<file path="src/rtl/md_pkg.sv">
// md_pkg: shared encodings for the HI/LO multiply/divide sequencer.
// Contents: md_op opcode constants, sequencer state enum, and the
// {quotient, remainder} field positions of the divider result bus.
package md_pkg;
   localparam logic [2:0] MD_NONE  = 3'd0;
   localparam logic [2:0] MD_MULT  = 3'd1;
   localparam logic [2:0] MD_MULTU = 3'd2;
   localparam logic [2:0] MD_DIV   = 3'd3;
   localparam logic [2:0] MD_DIVU  = 3'd4;
   localparam logic [2:0] MD_MTHI  = 3'd5;
   localparam logic [2:0] MD_MTLO  = 3'd6;

   typedef enum logic [2:0] {
      IDLE,
      MUL_WAIT,
      DIV_ISSUE,
      DIV_WAIT,
      DIV_DRAIN
   } md_state_t;

   localparam int QUOT_MSB = 63;
   localparam int QUOT_LSB = 32;
   localparam int REM_MSB  = 31;
   localparam int REM_LSB  = 0;
endpackage

</file>
<file path="src/rtl/md_seq_ctrl.sv">
// md_seq_ctrl: multiply/divide sequencer and HI/LO register owner for EX.
// Ports:
//   clock, reset                    clock and synchronous active-high reset
//   md_valid, md_op, rs_val, rt_val HI/LO-class op offered by EX
//   rd_hi, rd_lo, hi_lo_data        mfhi/mflo read port
//   flush                           kill of any outstanding op
//   mul_a, mul_b, mul_signed, mul_p fixed-latency multiplier interface
//   div_*                           AXI-stream divider interface
//   stall, busy                     pipeline freeze / sequencer active
//   divide_zero, div_timeout        one-cycle status pulses
module md_seq_ctrl
   import md_pkg::*;
#(
   parameter int MUL_LAT     = 5,
   parameter int DIV_MAX_LAT = 40
) (
   input  logic        clock,
   input  logic        reset,
   input  logic        md_valid,
   input  logic [2:0]  md_op,
   input  logic [31:0] rs_val,
   input  logic [31:0] rt_val,
   input  logic        rd_hi,
   input  logic        rd_lo,
   input  logic        flush,
   output logic [31:0] mul_a,
   output logic [31:0] mul_b,
   output logic        mul_signed,
   input  logic [63:0] mul_p,
   output logic        div_tvalid,
   output logic [31:0] div_dividend,
   output logic [31:0] div_divisor,
   output logic        div_signed,
   input  logic        div_dout_tvalid,
   input  logic [63:0] div_dout,
   input  logic        div_zero,
   output logic [31:0] hi_lo_data,
   output logic        stall,
   output logic        busy,
   output logic        divide_zero,
   output logic        div_timeout
);
   localparam int CW = $clog2((MUL_LAT > DIV_MAX_LAT ? MUL_LAT : DIV_MAX_LAT) + 1);
   localparam logic [CW-1:0] MUL_END = CW'(MUL_LAT - 1);
   localparam logic [CW-1:0] DIV_END = CW'(DIV_MAX_LAT - 1);

   md_state_t     state;
   logic [CW-1:0] cnt;
   logic [31:0]   hi, lo;
   logic          op_ok, acc;

   assign op_ok      = (md_op >= MD_MULT) && (md_op <= MD_MTLO);
   assign acc        = (state == IDLE) && md_valid && op_ok && !flush;
   assign busy       = state != IDLE;
   assign stall      = busy && ((md_valid && op_ok) || rd_hi || rd_lo);
   assign hi_lo_data = rd_hi ? hi : lo;

   always_ff @(posedge clock) begin
      if (reset) begin
         state        <= IDLE;
         cnt          <= '0;
         hi           <= '0;
         lo           <= '0;
         mul_a        <= '0;
         mul_b        <= '0;
         mul_signed   <= 1'b0;
         div_tvalid   <= 1'b0;
         div_dividend <= '0;
         div_divisor  <= '0;
         div_signed   <= 1'b0;
         divide_zero  <= 1'b0;
         div_timeout  <= 1'b0;
      end else begin
         div_tvalid  <= 1'b0;
         divide_zero <= 1'b0;
         div_timeout <= 1'b0;
         unique case (state)
            IDLE: if (acc) begin
               if (md_op == MD_MULT || md_op == MD_MULTU) begin
                  mul_a      <= rs_val;
                  mul_b      <= rt_val;
                  mul_signed <= md_op == MD_MULT;
                  cnt        <= '0;
                  state      <= MUL_WAIT;
               end else if (md_op == MD_DIV || md_op == MD_DIVU) begin
                  div_dividend <= rs_val;
                  div_divisor  <= rt_val;
                  div_signed   <= md_op == MD_DIV;
                  div_tvalid   <= 1'b1;
                  state        <= DIV_ISSUE;
               end else if (md_op == MD_MTHI) begin
                  hi <= rs_val;
               end else begin
                  lo <= rs_val;
               end
            end
            MUL_WAIT: begin
               if (flush) begin
                  state <= IDLE;
               end else if (cnt == MUL_END) begin
                  {hi, lo} <= mul_p;
                  state    <= IDLE;
               end else begin
                  cnt <= cnt + CW'(1);
               end
            end
            DIV_ISSUE: begin
               cnt   <= '0;
               state <= flush ? IDLE : DIV_WAIT;
            end
            DIV_WAIT: begin
               if (div_dout_tvalid) begin
                  // A result coinciding with flush belongs to the killed op.
                  if (!flush && div_zero) begin
                     divide_zero <= 1'b1;
                  end else if (!flush) begin
                     lo <= div_dout[QUOT_MSB:QUOT_LSB];
                     hi <= div_dout[REM_MSB:REM_LSB];
                  end
                  state <= IDLE;
               end else if (flush) begin
                  state <= DIV_DRAIN;
               end else if (cnt == DIV_END) begin
                  div_timeout <= 1'b1;
                  state       <= DIV_DRAIN;
               end else begin
                  cnt <= cnt + CW'(1);
               end
            end
            DIV_DRAIN: if (div_dout_tvalid) state <= IDLE;
            default: state <= IDLE;
         endcase
      end
   end
endmodule

</file>
<file path="config.mk">
export PLATFORM = sky130hd
export DESIGN_NAME = md_seq_ctrl
export DESIGN_NICKNAME = d
export VERILOG_FILES = /design/src/rtl/md_pkg.sv /design/src/rtl/md_seq_ctrl.sv
export SDC_FILE = /design/constraint.sdc
export NUM_CORES = 1
export LEC_CHECK = 0
export ABC_AREA = 1
export ABC_CLOCK_PERIOD_IN_PS = 1530
export CAP_MARGIN = 15
export CORE_ASPECT_RATIO = 0.9
export CORE_MARGIN = 8
export CORE_UTILIZATION = 40
export CTS_CLUSTER_DIAMETER = 30
export DETAILED_ROUTE_END_ITERATION = 10
export GPL_ROUTABILITY_DRIVEN = 0
export GPL_TIMING_DRIVEN = 0
export PLACE_DENSITY = 0.86
export SETUP_SLACK_MARGIN = 0.02
export SKIP_CTS_REPAIR_TIMING = 1
export SLEW_MARGIN = 20
export SYNTH_ARGS = -nofsm -noshare
export SYNTH_HDL_FRONTEND = slang
export SYNTH_SLANG_ARGS = --single-unit
</file>
<file path="constraint.sdc">
create_clock -name clock -period 1.53 [get_ports clock]
set_clock_uncertainty 0.05 [all_clocks]
set_input_delay 0.306 -clock clock [delete_from_list [all_inputs] [get_ports clock]]
set_output_delay 0.306 -clock clock [all_outputs]
set_load 0.005 [all_outputs]
</file>
==> flow_summary.ini <==
[status]
status = finished, violations left
violations = negative setup slack

[setup_path]
rr_worst_depth = 11
slowest_delay_ns = 0.56
cp_top_family = buffers and inverters
startpoint_type = input port
crit_chain = clkdlybuf4s50_1, inv_2, nand3_2, nor2_4, buf_6, buf_6, nand2_8, buf_4, buf_6, clkbuf_16, nand2_4, a21oi_2
crit_path_frequent_cell = buf_6
cp-end-kind = flip-flop
crit_arrival_ns = 2.26
timing.rr.start = state[1]$_SDFFE_PP0P_
r2r_slack_ns = -0.38
cp_num_buf_inv = 7
path_max_fanout = 6
crit_required_ns = 1.85
crit_path_top_delay_cell = clkdlybuf4s50_1
r2r-end = mul_b[19]$_SDFFE_PP0P_
crit_type = input port to flip-flop

[hold_path]
holdCritStartpoint = md_op[0]
min_to = mul_signed$_SDFFE_PP0P_
hold_depth = 3
min_path_type = input port to flip-flop

[pwr]
switchingPower_mw = 5.81
clkPwrFrac = 0.499
combPwrFrac = 0.212
power-per-cell-area_nw_per_um2 = 1060
irDropWorstVdd_uv = 890
switching_share = 0.286
p_int_mw = 14.5
p_leak_nw = 9.77
pwr-share-seq = 0.289

[sta]
max_freq_ghz = 0.516
final-hold-violation-count = 0
rsz0062_at_grt = true
fin_crit_sh = 1.27
min_period_ns = 1.94
holdWs_ns = 0.0520
setup_viol = 207
maxSlewHeadroom = 0.285
drv_slew = 0
timing.final.ws_setup_ns = -0.409
worstMarginPinSlew_ns = 1.07

[place]
io_buffers = 366
place_ws_ns = -1.17
dpl_cell_area_um2 = 13800
hpwl_um = 32300

[floorplan]
die_x_um = 179
num_rows = 53
dieHeight_um = 163
core_um2 = 23400
ios = 370
dieArea_um2 = 29100
start_util = 0.409

[yosys]
async_reset_ff_frac = 0
synth_cells = 1440
synth_mux_area_frac = 0
synth_top_family_by_area = simple AND/OR/NAND/NOR gates
synthAdderAreaFrac = 0.00261
synth_area_um2 = 9570
synth-simple-area-share = 0.294
synth_largest_area_cell = dfxtp_1
ys_warn_count = 0
syn_nets = 1645
ys.flop_type = dfxtp_1
syn_area_per_cell_um2 = 6.65
synth_edf_count = 0
synth_xor_xnor_area_share = 0
synth_cell_types = 28
synth_seq_cells = 206
synth_compound_area_frac = 0.173
synth_top_area_frac = 0.431
synthTopCellsByArea = dfxtp_1 (43%), nand2_1 (13%), a21oi_1 (10%), nand3_1 (8.2%), nor2_1 (6.4%)
synth_seq_area_share = 0.431

[drt]
drtIter0Drc = 1423
wl_per_cell_um = 25.2
vias = 13400
drt-total-wl_um = 57200
drtAntennaViolNets = 0
drt-pass1-iter-count = 6
via_per_inst = 5.91
drc = 0

[global_routing]
grtUsageTotal = 0.283
grt_max_degree = 13
grt_pass1_vias = 11700
grt_pass1_wl_um = 64700
antenna_found_initial = 0
grt-ovfl-total = 0

[cells_and_area]
syn_to_final_growth_pct = 99.2
fin_nets = 2139
fin_area_um2 = 19100
drive_above_1_share = 0.332

[clock_tree]
clk_latency_ns = 0.53
root_buffer = clkbuf_16
cts.reportedPaths.clkPinSlew_ns = 0.05
cts_tree = done
h-tree-depth = 2
clk_path_buf_depth = 3
cts.sinks = 206
cts_buffers = 44

[run]
cap_violations = 0
sequential cells by signal, summed over array words and instances (netlist names):
signal	flops
div_timeout	1
div_tvalid	1
mul_signed	1
lo	32
hi	32
div_signed	1
mul_b	32
divide_zero	1
mul_a	32
div_divisor	32
div_dividend	32
cnt	6
state	3
per-layer routing:
| layer | GRT usage | vias to the layer above | share of wire |
|---|---|---|---|
| met5 | 0 | - | 0 |
| met4 | 0.117 | 0 | 0.064 |
| met3 | 0.0953 | 306 | 0.12 |
| met2 | 0.473 | 1103 | 0.48 |
| met1 | 0.325 | 6330 | 0.34 |
| li1 | - | 5686 | - |
tightest hold or removal path, stage by stage:
cell	delay (ns)
buf_12	0.12
nand4_1	0.11
a21oi_2	0.06
power by group through the flow:
stage / Combinational, mW / Clock, mW / Sequential (mW)
floorplan: 1.44 / 0 / 5.88
global placement: 2.86 / 0 / 5.89
detailed placement: 2.91 / 0 / 5.91
CTS: 2.94 / 9.99 / 5.81
global route: 4.49 / 10.4 / 5.88
finish: 4.30 / 10.1 / 5.87
layout by cell type, fill, tap and decap left out, drive strengths merged, types with 2 or more instances in the layout:
cell	count
nand2	335
dfxtp	206
clkdlybuf4s50	197
a21oi	197
nor2	172
nand3	157
clkbuf	149
dlymetal6s2s	141
o21ai	131
buf	125
inv	122
clkinv	11
nand4	7
bufinv	6
clkinvlp	5
ha	2
nor3	2
how the worst max path moves through the flow:
stage,depth (start not counted),startpoint,slack (ns),end
6_report,12,flush,-0.41,mul_b[19]$_SDFFE_PP0P_
5_1_grt,10,state[0]$_SDFFE_PP0P_,-0.43,lo[17]$_SDFFE_PP0P_
4_1_cts,6,rd_hi,-0.82,hi_lo_data[7]
3_5_place_dp,6,reset,-1.17,lo[28]$_SDFFE_PP0P_
3_3_place_gp,6,reset,-1.16,lo[19]$_SDFFE_PP0P_
2_1_floorplan,11,md_op[0],0.006,lo[0]$_SDFFE_PP0P_
cell type report:
class                   instances  area [um2]
fillers                      1267        4340
clock buffers                  59        1260
repair buffers                448        5240
clock inverters                22         323
plain buffers                 105        1060
inverters                     122         472
well taps                     302         378
diodes                          1        2.50
multi-input cells            1007        6150
flip-flops and latches        206        4190
logic make-up (layout without fill, tap and decap cells):
| family | Yosys count | after routing |
|---|---|---|
| adders and majority gates | 2 | 2 |
| and+or+nand+nor | 676 | 676 |
| other | 0 | 1 |
| buffers and inverters | 227 | 756 |
| AOI/OAI and AO/OA | 329 | 329 |
| DFF | 206 | 206 |
synthesized netlist by cell type, types with 2 or more instances:
cell type and number:
nand4_1 7, inv_2 3, nor2_4 3, clkbuf_2 2
o21ai_0 117, ha_1 2, o21ai_1 13, inv_1 118
buf_1 10, buf_2 45, buf_6 6, nor2_1 163
nand2_2 2, nand2_1 333, clkbuf_1 42, dfxtp_1 206
a21oi_1 197, nor2_2 6, nand3_1 156
per-stage QoR:
stage | TNS [ns] | total power [mW] | util | instances
after floorplan | 0 | 7.33 | - | 1440
after global placement | -209.43 | 8.75 | 0.591 | 2108
after global routing | -65.88 | 20.8 | 0.814 | 2271
after detailed placement | -219.54 | 8.82 | 0.591 | 2108
final | -61.49 | 20.3 | 0.815 | 2272
after CTS | -141.51 | 18.7 | 0.658 | 2189
Note: power is estimated with default switching activity, not from simulation.
